<file path="src/rtl/ram_scan_reader_pkg.sv">
// ram_scan_reader_pkg
// Shared sizes and the scan FSM state encoding for ram_scan_reader and its
// dwell timer. No ports; import with "import ram_scan_reader_pkg::*;".
package ram_scan_reader_pkg;

    localparam int ADDR_W    = 5;
    localparam int DATA_W    = 8;
    localparam int RAM_DEPTH = 32;

    // Highest RAM address; expiry here either ends or wraps the scan.
    localparam logic [ADDR_W-1:0] LAST_ADDR = ADDR_W'(RAM_DEPTH - 1);

    typedef enum logic [2:0] {
        IDLE,
        ISSUE,
        WAIT,
        CAPTURE,
        DWELL,
        DONE
    } state_e;

endpackage

</file>
<file path="src/rtl/scan_dwell_timer.sv">
// scan_dwell_timer
// Down-counter that sets how long each captured word stays on display.
// Ports:
//   clk, reset    : clock, synchronous active-high reset (count cleared to 0)
//   load          : load load_value (takes priority over counting)
//   load_value    : reload value, normally DWELL_CYCLES-1
//   hold          : freeze the count; expiry then comes only from force_expire
//   force_expire  : forced expiry, honoured only while hold is high
//   expired       : combinational expiry indication
module scan_dwell_timer #(
    parameter int WIDTH = 26
) (
    input  logic             clk,
    input  logic             reset,
    input  logic             load,
    input  logic [WIDTH-1:0] load_value,
    input  logic             hold,
    input  logic             force_expire,
    output logic             expired
);

    logic [WIDTH-1:0] count_q;
    logic [WIDTH-1:0] count_d;

    // While held the count is frozen, so natural expiry is masked and only
    // the forced path can end the dwell.
    assign expired = hold ? force_expire : (count_q == '0);

    always_comb begin
        // NOTE: assign a default before any branch so no path leaves count_d
        // unassigned, which would otherwise infer a latch.
        count_d = count_q;
        if (load) begin
            count_d = load_value;
        end else if (!hold && count_q != '0) begin
            count_d = count_q - 1'b1;
        end
    end

    // NOTE: sequential state uses non-blocking assignments so every flop
    // samples its input from before the edge, independent of statement order.
    always_ff @(posedge clk) begin
        if (reset) begin
            count_q <= '0;
        end else begin
            count_q <= count_d;
        end
    end

endmodule

</file>
<file path="src/rtl/ram_scan_reader.sv">
// ram_scan_reader
// Walks a 32x8 RAM from address 0 to 31. Each word is read, captured and
// held for DWELL_CYCLES cycles for display. pause freezes the dwell, and
// step advances one address while paused. LOOP=1 wraps to address 0
// instead of stopping in DONE.
// Optional feature: define SCAN_CHECKSUM_EN to add the checksum output, the
// mod-256 sum of words captured since the last start or wrap.
// Ports:
//   CLOCK_50, reset : clock, synchronous active-high reset
//   start           : pulse; begins a scan from IDLE or DONE
//   pause, step     : dwell freeze level / single-advance pulse
//   ram_q           : RAM read data, one cycle after ram_addr
//   ram_addr        : RAM read address (always the address counter)
//   ram_wren        : RAM write enable, tied to 0
//   cur_addr        : address of the displayed word
//   cur_data        : displayed word
//   data_valid      : cur_addr/cur_data hold a captured word
//   busy, done      : scan active / scan finished
//   checksum        : (SCAN_CHECKSUM_EN only) running sum of captured words
module ram_scan_reader
    import ram_scan_reader_pkg::*;
#(
    parameter int DWELL_CYCLES = 50000000,
    parameter int LOOP         = 0
) (
    input  logic              CLOCK_50,
    input  logic              reset,
    input  logic              start,
    input  logic              pause,
    input  logic              step,
    input  logic [DATA_W-1:0] ram_q,
    output logic [ADDR_W-1:0] ram_addr,
    output logic              ram_wren,
    output logic [ADDR_W-1:0] cur_addr,
    output logic [DATA_W-1:0] cur_data,
    output logic              data_valid,
    output logic              busy,
`ifdef SCAN_CHECKSUM_EN
    output logic [DATA_W-1:0] checksum,
`endif
    output logic              done
);

    localparam int TIMER_W = (DWELL_CYCLES > 1) ? $clog2(DWELL_CYCLES) : 1;
    localparam logic [TIMER_W-1:0] DWELL_LOAD = TIMER_W'(DWELL_CYCLES - 1);

    state_e            state_q,      state_d;
    logic [ADDR_W-1:0] counter_q,    counter_d;
    logic [ADDR_W-1:0] cur_addr_q,   cur_addr_d;
    logic [DATA_W-1:0] cur_data_q,   cur_data_d;
    logic              data_valid_q, data_valid_d;
    logic              busy_q,       busy_d;
    logic              done_q,       done_d;
`ifdef SCAN_CHECKSUM_EN
    logic [DATA_W-1:0] checksum_q,   checksum_d;
`endif

    logic timer_load;
    logic timer_hold;
    logic timer_force;
    logic timer_expired;

    // Outside DWELL the timer is held with no force, so it can never expire
    // there; pause/step therefore cannot disturb an in-flight read.
    assign timer_hold  = pause || (state_q != DWELL);
    assign timer_force = pause && step && (state_q == DWELL);

    scan_dwell_timer #(
        .WIDTH (TIMER_W)
    ) u_dwell_timer (
        .clk          (CLOCK_50),
        .reset        (reset),
        .load         (timer_load),
        .load_value   (DWELL_LOAD),
        .hold         (timer_hold),
        .force_expire (timer_force),
        .expired      (timer_expired)
    );

    always_comb begin
        state_d      = state_q;
        counter_d    = counter_q;
        cur_addr_d   = cur_addr_q;
        cur_data_d   = cur_data_q;
        data_valid_d = data_valid_q;
        timer_load   = 1'b0;
`ifdef SCAN_CHECKSUM_EN
        checksum_d   = checksum_q;
`endif

        unique case (state_q)
            IDLE, DONE: begin
                if (start) begin
                    state_d    = ISSUE;
                    counter_d  = '0;
`ifdef SCAN_CHECKSUM_EN
                    checksum_d = '0;
`endif
                end
            end
            ISSUE: state_d = WAIT;
            WAIT:  state_d = CAPTURE;
            CAPTURE: begin
                cur_data_d   = ram_q;
                cur_addr_d   = counter_q;
                data_valid_d = 1'b1;
                timer_load   = 1'b1;
`ifdef SCAN_CHECKSUM_EN
                checksum_d   = checksum_q + ram_q;
`endif
                state_d      = DWELL;
            end
            DWELL: begin
                if (timer_expired) begin
                    if (counter_q != LAST_ADDR) begin
                        counter_d = counter_q + 1'b1;
                        state_d   = ISSUE;
                    end else if (LOOP != 0) begin
                        counter_d  = '0;
`ifdef SCAN_CHECKSUM_EN
                        checksum_d = '0;
`endif
                        state_d    = ISSUE;
                    end else begin
                        state_d = DONE;
                    end
                end
            end
            default: state_d = IDLE;
        endcase

        // Status flags are registered from the next state so they line up
        // with the state register.
        busy_d = (state_d != IDLE) && (state_d != DONE);
        done_d = (state_d == DONE);
    end

    always_ff @(posedge CLOCK_50) begin
        if (reset) begin
            state_q      <= IDLE;
            counter_q    <= '0;
            cur_addr_q   <= '0;
            cur_data_q   <= '0;
            data_valid_q <= 1'b0;
            busy_q       <= 1'b0;
            done_q       <= 1'b0;
`ifdef SCAN_CHECKSUM_EN
            checksum_q   <= '0;
`endif
        end else begin
            state_q      <= state_d;
            counter_q    <= counter_d;
            cur_addr_q   <= cur_addr_d;
            cur_data_q   <= cur_data_d;
            data_valid_q <= data_valid_d;
            busy_q       <= busy_d;
            done_q       <= done_d;
`ifdef SCAN_CHECKSUM_EN
            checksum_q   <= checksum_d;
`endif
        end
    end

    assign ram_addr   = counter_q;
    assign ram_wren   = 1'b0;
    assign cur_addr   = cur_addr_q;
    assign cur_data   = cur_data_q;
    assign data_valid = data_valid_q;
    assign busy       = busy_q;
    assign done       = done_q;
`ifdef SCAN_CHECKSUM_EN
    assign checksum   = checksum_q;
`endif

endmodule

</file>
<file path="config.mk">
export PLATFORM = sky130hd
export DESIGN_NAME = ram_scan_reader
export DESIGN_NICKNAME = d
export VERILOG_FILES = /design/src/rtl/ram_scan_reader_pkg.sv /design/src/rtl/scan_dwell_timer.sv /design/src/rtl/ram_scan_reader.sv
export SDC_FILE = /design/constraint.sdc
export NUM_CORES = 1
export LEC_CHECK = 0
export BUFFER_PORTS_ARGS = -buffer_cell sky130_fd_sc_hd__buf_4
export CORE_ASPECT_RATIO = 0.9
export CORE_MARGIN = 8
export CORE_UTILIZATION = 60
export DETAILED_ROUTE_END_ITERATION = 12
export PLACE_DENSITY_LB_ADDON = 0.2
export SLEW_MARGIN = 20
export SYNTH_ARGS = -nofsm -noshare
export SYNTH_HDL_FRONTEND = slang
export SYNTH_SLANG_ARGS = --single-unit
</file>
<file path="constraint.sdc">
create_clock -name CLOCK_50 -period 6.47 [get_ports CLOCK_50]
set_clock_uncertainty 0.15 [all_clocks]
set_input_delay 0.9705 -clock CLOCK_50 [delete_from_list [all_inputs] [get_ports CLOCK_50]]
set_output_delay 0.9705 -clock CLOCK_50 [all_outputs]
set_load 0.02 [all_outputs]
</file>
# ---- After elaboration in Yosys (flattened, before gate mapping)
# Index checks and enable logic that the tools add are counted.
dict set report classes {
  add_sub_neg 2
  eq_ne 12
  mux 12
  reduce_logical 15
}
# op count
set ops {}
lappend ops {{$mux 26} 2}
lappend ops {{$logic_not 26->1} 1}
lappend ops {{$reduce_bool 26->1} 1}
lappend ops {{$sub 26x1->26 const B} 1}
lappend ops {{$mux 5} 3}
lappend ops {{$pmux 3 s5} 1}
lappend ops {{$pmux 5 s2} 1}
lappend ops {{$eq 3x3->1 const B} 3}
lappend ops {{$mux 3} 3}
lappend ops {{$eq 3x2->1 const B} 2}
lappend ops {{$ne 3x3->1 const B} 2}
lappend ops {{$add 5x1->5 const B} 1}
lappend ops {{$ne 5x5->1 const B} 1}
lappend ops {{$logic_and 1x1->1} 4}
lappend ops {{$ne 2x2->1 const B} 2}
lappend ops {{$reduce_and 4->1} 1}
lappend ops {{$reduce_bool 2->1} 2}
lappend ops {{$reduce_or 2->1} 2}
lappend ops {{$eq 3x1->1 const B} 1}
lappend ops {{$logic_not 3->1} 1}
lappend ops {{$reduce_bool 3->1} 1}
lappend ops {{$mux 1} 2}
lappend ops {{$ne 2x1->1 const B} 1}
lappend ops {{$logic_not 1->1} 1}
lappend ops {{$logic_or 1x1->1} 1}
dict set report totals {
  regBits 50
  inputBits 13
  out_inout_bits 22
  word_cells 50
}

# ---- Longest topological paths before layout
# Gate-level depths: netlist of run 1.
dict set report depth {
  word_depth 7
  ltp_mapped 8
  depth_no_buf 7
}

# ---- Hierarchy
# From an unflattened synthesis of run 1, not the netlist that was laid out.
dict set report unflattened {
  hier_cells 333
  area_unflattened_um2 2825.2
}
# mod n_inst cells_per_inst area_per_inst_um2 seq_area_each_um2
set by_module_without_submodules {}
lappend by_module_without_submodules {scan_dwell_timer 1 203 1719.1 520.5}
lappend by_module_without_submodules {ram_scan_reader 1 130 1106.1 480.5}

# ---- Worst setup path before layout of run 1
# Ideal clock, no wire load.
dict set report synth_path {
  kind {input to register}
  start {input port pause}
  end {register u_dwell_timer.count_q[16]}
  setup_ns 0.071
  t_arrival_ns 2.358
  required_time_ns 6.249
  path_slack_ns 3.891
  cell_stages 6
  path_buffers 1
  cell_sequence {nor4b_4 > and3_1 > o211ai_1 > clkbuf_1 > or4_1 > a21oi_1}
}
dict set report synth_between {
  elab_chain_len 3
}
# item line
set synth_rtl {}
lappend synth_rtl {{from (decl)} ram_scan_reader.sv:29} ;# input logic pause,
lappend synth_rtl {{$logic_or 1x1->1} ram_scan_reader.sv:65} ;# assign timer_hold = pause || (state_q != DWELL);
lappend synth_rtl {{$logic_not 1->1} scan_dwell_timer.sv:35} ;# end else if (!hold && count_q != '0) begin
lappend synth_rtl {{$logic_and 1x1->1} scan_dwell_timer.sv:35}
lappend synth_rtl {{to (signal assigned)} scan_dwell_timer.sv:46} ;# count_q <= count_d;
lappend synth_rtl {{to (decl)} scan_dwell_timer.sv:22} ;# logic [WIDTH-1:0] count_q;
# No other way between the ends.
# A chain may end at the register's enable or synchronous reset.

# ---- Worst setup path in the final report of run 1
dict set report layout_path {
  start {register u_dwell_timer.count_q[14]}
  end {register u_dwell_timer.count_q[21]}
}
dict set report layout_between {
  elab_chain_len 3
  word_cells_on_any_way 6
  classes_between {1 x add/sub; 2 x mux; 3 x reduce/logical}
}
# item line
set layout_rtl {}
lappend layout_rtl {{$sub 26x1->26 / $reduce_bool 26->1 (equally long branches)} {scan_dwell_timer.sv:36, scan_dwell_timer.sv:35}}
lappend layout_rtl {{$mux 26 / $logic_and 1x1->1 (equally long branches)} scan_dwell_timer.sv:35}
lappend layout_rtl {{$mux 26 / $reduce_bool 2->1 (equally long branches)} -}
# Several ways; a longest one is shown, not always the timed one. The select of a mux whose other input is x is not followed.

==> summary.md, run 1 <==
| Metric | Value |
|---|---|
| Status | `finished, final reports clean` |
| Slowest stage delay, CP | `0.77 ns` |
| Yosys Warn Count | `0` |
| Area share of fa/ha/maj cells after synthesis | `0.02110` |
| Synthesized instance count | `282` |
| RSZ-0062 raised after global routing | `no` |
| Combinational family with the most area after synthesis | `simple AND/OR/NAND/NOR gates` |
| GPL Wtd Cong | `0.8577` |
| DP Wirelength | `3.766 mm` |
| Synth top cells by count | `50 x dfxtp_1, 35 x nand2_1, 30 x a21oi_1` |
| Total gr overflow | `0` |
| Vias per cell | `6.094` |
| Final Hold Viols | `0` |
| DRT Pass-1 Iters | `4` |
| Seq/Total Area, Yosys | `0.4219` |
| Setup CP Type | `register to register` |
| Final worst setup slack | `3.710 ns` |
| Total GRT Usage | `0.1814` |
| Die area | `6224 µm²` |
| Cell area after synthesis | `2372 µm²` |
| Port buffer count | `33` |
| Slew margin rel. | `0.3301` |
| Vias in the first global route | `2,085` |
| Req. time, crit path | `6.54 ns` |
| Crit. End Element | `register` |
| Cts repair resizes | `0` |
| Critical Path AT | `2.83 ns` |
| Max-Cap Viols | `0` |
| Starting density of the core | `0.6314` |
| Die H | `75.65 µm` |
| Largest net degree at the start of global routing | `40` |
| Detailed Route WL | `5.354 mm` |
| Leading area contributor after synthesis | `dfxtp_1` |
| Worst Path Max Fanout | `12` |
| Mapped Nets | `299` |
| P_leak | `0.001048 µW` |
| Mux cell area share after synthesis | `0` |
| Slew @ Worst Pin | `1.002 ns` |
| Crit start category | `register` |
| Slowest stage cell on the critical path | `o2111ai_1` |
| Synth Area in XOR/XNOR | `0.04061` |
| Routed Antenna Nets | `0` |
| Clk buf depth | `2` |
| Synth Flop Type | `dfxtp_1` |
| Clk_lat worst skew | `0.30 ns` |
| Peak supply drop | `0.0001598 V` |
| Drt drc | `0` |
| Hold_buf cts | `0` |
| Core Region | `3757 µm²` |
| DR iter-0 viols | `181` |
| Pwr/cell area | `254.9 nW/µm²` |
| Synth area leaders | `dfxtp_1 42%, a21oi_1 6.3%, nand2_1 5.5%, or3_1 4.0%, o21ai_0 3.2%` |
| Final nets | `322` |
| Post-synth ARST share | `0` |
| First-pass GRT wire length | `8.976 mm` |
| Fin crit period | `2.760 ns` |
| Number of synthesized flops with an enable pin | `0` |
| TritonCTS Buffers | `5` |
| Max Slew Vio Count | `0` |
| Initial antenna violation count | `0` |
| Area growth syn-to-layout | `14.77%` |
| Routed vias | `2,145` |
| Ports | `35` |
| Clk slew on worst S/H paths | `0.09 ns` |
| # clock sinks | `50` |
| FF+latch count, synth | `50` |
| Period utilization | `0.4266` |
| Area share of the largest cell type after synthesis | `0.4219` |
| Ant diodes | `0` |
| CTS tree | `yes` |
| Layout cells sized above 1 | `0.1634` |
| CP Cell Sequence | `nor4_1 -> nand4b_1 -> o2111ai_1 -> o21ai_0 -> a31oi_1` |
| Routed wire per std cell | `15.21 µm` |
| Number of setup violations in the final report | `0` |
| Die X | `82.28 µm` |
| Simple-gate area share of the yosys netlist | `0.2595` |
| H-tree levels | `2` |
| Row cnt | `21` |
| Synth Area in Compound Gates | `0.2136` |
| Post-Layout Inst Area | `2723 µm²` |
| Setup bufs post-CTS | `0` |
| DP Worst Slack | `3.498 ns` |
| Post-Place Cell Area | `2601 µm²` |
| Mean Syn Cell Area | `8.412 µm²` |
| F_max | `0.3623 GHz` |
| Clock Tree Root | `clkbuf_8` |
| Worst Hold Class | `register to register` |
| Most common cell in the netlist | `dfxtp_1` |
| Setup TNS | `0 ns` |
| Post-synth cell types | `44` |
==> cells in the final DEF, fill, tap and decap left out, types with 2 or more instances in the layout <==
master     netlist  final
xor2_1           8      8
dfxtp_1         50     50
o31a_1           3      3
o21ai_0         15     15
a31oi_1          9      9
nand4b_1         2      2
nor3_1           7      7
or3_1           15     15
nand2_1         35     35
xnor2_1          3      3
o211ai_1         8      8
nor4_1           4      4
nor2_1          18     18
inv_1            6      6
o2111ai_1        2      2
a21oi_1         30     30
o31ai_1          6      6
or2_2            4      4
ha_1             4      4
nor4_2           2      2
or4_1            5      5
and3_1           3      3
clkbuf_8         0      6
nand4_1          2      2
buf_4            1     33
nor2b_1          5      5
a32o_1           3      3
nand3_1          2      2
==> state kept, by name, indices dropped and copies added, names as in the netlist <==
signal                 cells
busy                       1
cur_addr                   5
cur_data                   8
data_valid                 1
done                       1
ram_addr                   5
state_q                    3
u_dwell_timer.count_q     26
==> metrics by stage <==
step	total power, µW	std cells	util	hold slack [ns]
final	693.9	352	0.7246	0.3117
after global routing	725.4	352	0.7246	0.3443
after CTS	697.8	352	0.7246	0.3118
after detailed placement	468.1	344	0.6923	0.2983
after global placement	464.9	344	0.6923	0.2927
after floorplan	437.1	282	-	0.3093
==> critical path, delay by kind of cell (launching register included) <==
family / cells / cell delay [ns]
flops: 1 / 0.38
simple gates: 2 / 0.94
compound gates: 3 / 1.21
==> logic make-up after synthesis <==
kind of cell | after synthesis
buffers and inverters | 23
AO/OA/AOI/OAI | 82
other | 1
flip-flops | 50
AND/OR/NAND/NOR | 111
XOR/XNOR | 11
adder cells (fa/ha/maj) | 4
==> layout make-up <==
class                   instances  area, µm²
repair buffers                 33      247.7
inverters                       6      22.52
multi-input cells             209       1272
well taps                      46      57.56
flip-flops and latches         50       1001
fillers                       305       1035
clock buffers                   6      82.58
clock inverters                 2      38.79
==> metal layers <==
| metal | global-route usage | part of all wire | routed length (µm) | up-vias |
|---|---|---|---|---|
| met2 | 0.3119 | 0.49 | 2637 | 50 |
| li1 | - | - | - | 1072 |
| met3 | 0.05425 | 0.050 | 268 | 8 |
| met4 | 0.04864 | 0.012 | 62 | 0 |
| met1 | 0.2138 | 0.45 | 2385 | 1015 |
| met5 | 0 | 0 | 0 | - |
==> final timing paths <==
path                                                        startpoint                                     end  slack [ns]  depth (start not counted)
worst min-delay path                          cur_addr[2]$_SDFFE_PP0P_                cur_addr[2]$_SDFFE_PP0P_        0.31                          2
worst max-delay path            u_dwell_timer.count_q[14]$_SDFFE_PP0P_  u_dwell_timer.count_q[21]$_SDFFE_PP0P_        3.71                          5
worst max register to register  u_dwell_timer.count_q[14]$_SDFFE_PP0P_  u_dwell_timer.count_q[21]$_SDFFE_PP0P_        3.71                          5
worst min register to register                cur_addr[2]$_SDFFE_PP0P_                cur_addr[2]$_SDFFE_PP0P_        0.31                          2
==> report_power, final <==
group | internal (µW) | switching (µW) | total [µW]
clock | 127 | 103 | 230
sequential | 320 | 17.1 | 337
combinational | 46.3 | 79.9 | 126
total | 494 | 200 | 694
Power figures use the tool's default switching activity.
==> inputs of run 2 (changes only) <==
--- a/config.mk
+++ b/config.mk
@@ -8,7 +8,7 @@
 export BUFFER_PORTS_ARGS = -buffer_cell sky130_fd_sc_hd__buf_4
 export CORE_ASPECT_RATIO = 0.9
 export CORE_MARGIN = 8
-export CORE_UTILIZATION = 60
+export CORE_UTILIZATION = 56
 export DETAILED_ROUTE_END_ITERATION = 12
 export PLACE_DENSITY_LB_ADDON = 0.2
 export SLEW_MARGIN = 20
==> constraint.sdc (replaced) <==
create_clock -name CLOCK_50 -period 2.9 [get_ports CLOCK_50]
set_clock_uncertainty 0.15 [all_clocks]
set_input_delay 0.435 -clock CLOCK_50 [delete_from_list [all_inputs] [get_ports CLOCK_50]]
set_output_delay 0.435 -clock CLOCK_50 [all_outputs]
set_load 0.02 [all_outputs]
==> run 2 against run 1 <==
Compared with the run above:
- global-route usage fell by 2.5 points
- worst hold slack got worse by 0.083 ns
- design area grew 1.0%
- critical path type unchanged
- fmax grew 14%
- clock power rose by 110%
- first-iteration DRC count down 6.6%
- critical endpoint is now u_dwell_timer.count_q[23]$_SDFFE_PP0P_
- largest cell class unchanged
- die area is 5.7% higher
==> summary.md, run 2 (same netlist as run 1, synthesis figures left out) <==
| Metric | Value |
|---|---|
| Post-Layout Inst Area | `2750 µm²` |
| Port buffer count | `33` |
| Clk slew on worst S/H paths | `0.09 ns` |
| DP Worst Slack | `0.5018 ns` |
| Pwr/cell area | `549.8 nW/µm²` |
| Die H | `77.75 µm` |
| Slew @ Worst Pin | `0.5665 ns` |
| Period utilization | `0.8335` |
| Clk_lat worst skew | `0.30 ns` |
| Hold_buf cts | `0` |
| Clock Tree Root | `clkbuf_8` |
| Detailed Route WL | `5.065 mm` |
| Area growth syn-to-layout | `15.93%` |
| Core Region | `4074 µm²` |
| Initial antenna violation count | `0` |
| Final Hold Viols | `0` |
| P_leak | `0.001068 µW` |
| Worst Path Max Fanout | `12` |
| Die area | `6578 µm²` |
| Row cnt | `22` |
| Vias per cell | `5.883` |
| Routed wire per std cell | `14.11 µm` |
| Die X | `84.61 µm` |
| Worst reg2reg startpoint | `u_dwell_timer.count_q[5]$_SDFFE_PP0P_` |
| Max Slew Vio Count | `0` |
| Fillers | `342` |
| DR iter-0 viols | `169` |
| Status | `finished, final reports clean` |
| Crit start category | `register` |
| Ant diodes | `0` |
| Final nets | `327` |
| Setup bufs post-CTS | `0` |
| First-pass GRT wire length | `8.721 mm` |
| Post-Place Cell Area | `2641 µm²` |
| Routed Antenna Nets | `0` |
| Setup TNS | `0 ns` |
| HP Start | `ram_q[4]` |
| # clock sinks | `50` |
| Layout cells sized above 1 | `0.1768` |
| Crit. End Element | `register` |
| Total GRT Usage | `0.1566` |
| Most frequent cells in the layout | `50 x dfxtp_1, 38 x buf_4, 35 x nand2_1` |
| Largest net degree at the start of global routing | `40` |
| Commonest non-fill, non-tap cell in the layout | `dfxtp_1` |
| Crit path launch | `u_dwell_timer.count_q[5]$_SDFFE_PP0P_` |
| Critical Path AT | `2.50 ns` |
| Ports | `35` |
| Fin crit period | `2.417 ns` |
| H-tree levels | `2` |
| F_max | `0.4137 GHz` |
| Final hold slack | `0.2289 ns` |
| Final worst setup slack | `0.4827 ns` |
| Vias in the first global route | `2,009` |
| Starting density of the core | `0.5823` |
| Peak supply drop | `0.0005026 V` |
| Req. time, crit path | `2.98 ns` |
| Drt drc | `0` |
| Worst Hold Class | `input port to register` |
| Total gr overflow | `0` |
| DP Wirelength | `3.533 mm` |
| RSZ-0062 raised after global routing | `no` |
| DRT Pass-1 Iters | `4` |
| Setup CP Type | `register to register` |
| Routed vias | `2,112` |
| Cts repair resizes | `0` |
| Number of setup violations in the final report | `0` |
| CTS tree | `yes` |
| Slew margin rel. | `0.6223` |
| Max-Cap Viols | `0` |
| Clk buf depth | `2` |
| GPL Wtd Cong | `0.8378` |
| Top reg by flops | `u_dwell_timer.count_q` |
| TritonCTS Buffers | `5` |
| Max reg flops | `26` |
run 2: worst max-delay path: stages (launching register included):
cell       delay (ns)
dfxtp_1          0.38
or4_4            0.60
nor4_4           0.25
o2111ai_1        0.15
buf_4            0.19
or4_1            0.47
a31oi_1          0.16
run 2: final timing paths:
kind                                                                to  slack [ns]  cells past startpoint
worst max-delay path            u_dwell_timer.count_q[23]$_SDFFE_PP0P_        0.48                      6
worst min-delay path                          cur_data[4]$_SDFFE_PP0P_        0.23                      3
worst max register to register  u_dwell_timer.count_q[23]$_SDFFE_PP0P_        0.48                      6
worst min register to register                cur_data[1]$_SDFFE_PP0P_        0.31                      2
run 2: stage by stage:
step / total power, µW / instances / util
after CTS: 1526 / 359 / 0.6751
after global placement: 1045 / 351 / 0.6483
after global routing: 1598 / 359 / 0.6751
after detailed placement: 1050 / 351 / 0.6483
after floorplan: 975.2 / 282 / -
final: 1512 / 359 / 0.6751
run 2: report_power, final:
part / leakage (µW) / internal [µW] / total, µW / switching, µW
Clock: 0.0000579 / 254 / 475 / 221
Combinational: 0.000606 / 111 / 285 / 174
Sequential: 0.000404 / 715 / 752 / 36.9
run 2: final cells by class:
class                      count  area, µm²  area share
tap                           48      60.06     0.02184
inverter                       6      22.52    0.008189
timing repair buffer          38      285.3      0.1037
sequential                    50       1001      0.3640
clock inverter                 3      40.04     0.01456
clock buffer                   5      68.82     0.02502
multi-input combinational    209       1272      0.4627
run 2: routing by layer:
layer	track usage	wire, µm
met1	0.1968	2441
met2	0.2547	2325
met5	0	0
met4	0.04618	42
met3	0.04421	255
==> inputs of run 3 (changes only) <==
==> constraint.sdc (replaced) <==
create_clock -name CLOCK_50 -period 2.5 [get_ports CLOCK_50]
set_clock_uncertainty 0.15 [all_clocks]
set_input_delay 0.375 -clock CLOCK_50 [delete_from_list [all_inputs] [get_ports CLOCK_50]]
set_output_delay 0.375 -clock CLOCK_50 [all_outputs]
set_load 0.02 [all_outputs]
==> run 3 against run 2 <==
Compared with the run above:
- clock power increased by 25%
- worst hold slack lost 0.077 ns
- sequential share of layout area shrank 1.2 points
- global-route usage rose by 0.86 points
- critical path depth did not move
- sequential power is 14% higher
- die area did not move
- combinational power grew 39%
- first-iteration DRC count is 47% lower
- final cell count increased by 2.5%
==> summary.md, run 3 (same netlist as run 1, synthesis figures left out) <==
| Metric | Value |
|---|---|
| Dpl cells | `359` |
| Total GRT Usage | `0.1653` |
| Register area | `1001 µm²` |
| Final cell count without fillers | `368` |
| Met3 global-route usage | `0.06105` |
| Top reg by flops | `u_dwell_timer.count_q` |
| Most frequent cells in the layout | `50 x dfxtp_1, 47 x buf_4, 35 x nand2_1` |
| Routed wire per std cell | `14.20 µm` |
| F_max | `0.4348 GHz` |
| Vias in the first global route | `2,027` |
| Die area | `6578 µm²` |
| Flop2flop setup slack | `0.20 ns` |
| DRT Pass-1 Iters | `4` |
| Clk slew on worst S/H paths | `0.10 ns` |
| Peak supply drop | `0.0003947 V` |
| TritonCTS Buffers | `5` |
| Slew margin rel. | `0.6237` |
| Ports | `35` |
| Clk_lat worst skew | `0.31 ns` |
| Commonest non-fill, non-tap cell in the layout | `dfxtp_1` |
| Max Slew Vio Count | `0` |
| DP Worst Slack | `0.1281 ns` |
| GPL Wtd Cong | `0.8429` |
| Hold_buf cts | `0` |
| Crit path launch | `u_dwell_timer.count_q[12]$_SDFFE_PP0P_` |
| Worst Path Max Fanout | `6` |
| Reg2reg path depth | `6` |
| Total gr overflow | `0` |
| Max-Cap Viols | `0` |
| GR Util met1 | `0.2105` |
| First-pass GRT wire length | `9.025 mm` |
| Detailed Route WL | `5.224 mm` |
| Row cnt | `22` |
| Layout cells sized above 1 | `0.2094` |
| Worst Hold Class | `input port to register` |
| Final worst setup slack | `0.2003 ns` |
| Worst reg2reg startpoint | `u_dwell_timer.count_q[12]$_SDFFE_PP0P_` |
| Largest net degree at the start of global routing | `40` |
| Capture point of the worst path | `u_dwell_timer.count_q[6]$_SDFFE_PP0P_` |
| Drt drc | `0` |
| Setup CP Type | `register to register` |
| Fin crit period | `2.300 ns` |
| DR iter-0 viols | `89` |
| Area of the multi-input gates | `1287 µm²` |
| H-tree levels | `2` |
| Setup TNS | `0 ns` |
| Die X | `84.61 µm` |
| Port buffer count | `33` |
| Area growth syn-to-layout | `19.78%` |
| Die H | `77.75 µm` |
| Met2 usage | `0.2563` |
| Req. time, crit path | `2.55 ns` |
| # clock sinks | `50` |
| P_leak | `0.001114 µW` |
| Vias per cell | `5.641` |
| Fillers | `335` |
| GR peak layer | `met2` |
| R2R Path End | `u_dwell_timer.count_q[6]$_SDFFE_PP0P_` |
| Clock Tree Root | `clkbuf_8` |
| DP Wirelength | `3.622 mm` |
| Final Hold Viols | `0` |
| Clk buf depth | `2` |
| Initial antenna violation count | `0` |
| Util after Layout | `0.6975` |
| Number of setup violations in the final report | `0` |
| Core Region | `4074 µm²` |
| Routed vias | `2,076` |
| Max reg flops | `26` |
| Power Total | `1849 µW` |
| Status | `finished, final reports clean` |
| CTS tree | `yes` |
| Crit. End Element | `register` |
| Slew @ Worst Pin | `0.5645 ns` |
| RSZ-0062 raised after global routing | `no` |
| Critical Path AT | `2.35 ns` |
| Pwr/cell area | `650.7 nW/µm²` |
| Final nets | `336` |
| Starting density of the core | `0.5823` |
| Crit start category | `register` |
| Period utilization | `0.9199` |
| Ant diodes | `0` |
| Routed Antenna Nets | `0` |
run 3: worst min path at each step:
stage / cells past startpoint / slack (ns) / endpoint / start
2_1_floorplan: 2 / 0.31 / u_dwell_timer.count_q[24]$_SDFFE_PP0P_ / u_dwell_timer.count_q[24]$_SDFFE_PP0P_
3_3_place_gp: 2 / 0.29 / cur_data[5]$_SDFFE_PP0P_ / cur_data[5]$_SDFFE_PP0P_
3_5_place_dp: 2 / 0.30 / cur_addr[4]$_SDFFE_PP0P_ / cur_addr[4]$_SDFFE_PP0P_
4_1_cts: 3 / 0.15 / cur_data[2]$_SDFFE_PP0P_ / ram_q[2]
5_1_grt: 3 / 0.14 / cur_data[1]$_SDFFE_PP0P_ / ram_q[1]
6_report: 3 / 0.15 / cur_data[4]$_SDFFE_PP0P_ / ram_q[4]
run 3: where the power goes:
part           internal [µW]  total, µW  switching, µW
combinational            166        397            231
clock                    305        592            287
sequential               829        860           30.8
total                   1300       1850            548
run 3: worst max-delay path: stages (launching register included):
cell and delay (ns):
dfxtp_1 0.35, nor4_2 0.42, nand4_1 0.34, buf_4 0.26
o21ai_0 0.32, nor4_1 0.09, o31a_1 0.28
run 3: per-layer routing:
metal	vias to the layer above	wire length, µm
met2	24	2372
met5	-	0
met4	0	53
met1	953	2558
met3	6	240
li1	1093	-
run 3: cell type report:
class / count / area share
clock buffer: 5 / 0.02422
clock inverter: 3 / 0.01717
inverter: 6 / 0.007926
multi-input combinational: 209 / 0.4531
sequential: 50 / 0.3523
tap: 48 / 0.02114
timing repair buffer: 47 / 0.1242
run 3: per-stage QoR:
stage	hold WS (ns)	area [µm²]
floorplan	0.3093	2372
global placement	0.2928	2701
CTS	0.1470	2819
finish	0.1522	2841
global route	0.1360	2841
detailed placement	0.2974	2701
run 3: what timing repair did:
action / CTS / global route
setup buffers: 0 / 1
resized for setup: 0 / 3
setup endpoints to repair: 0 / 4
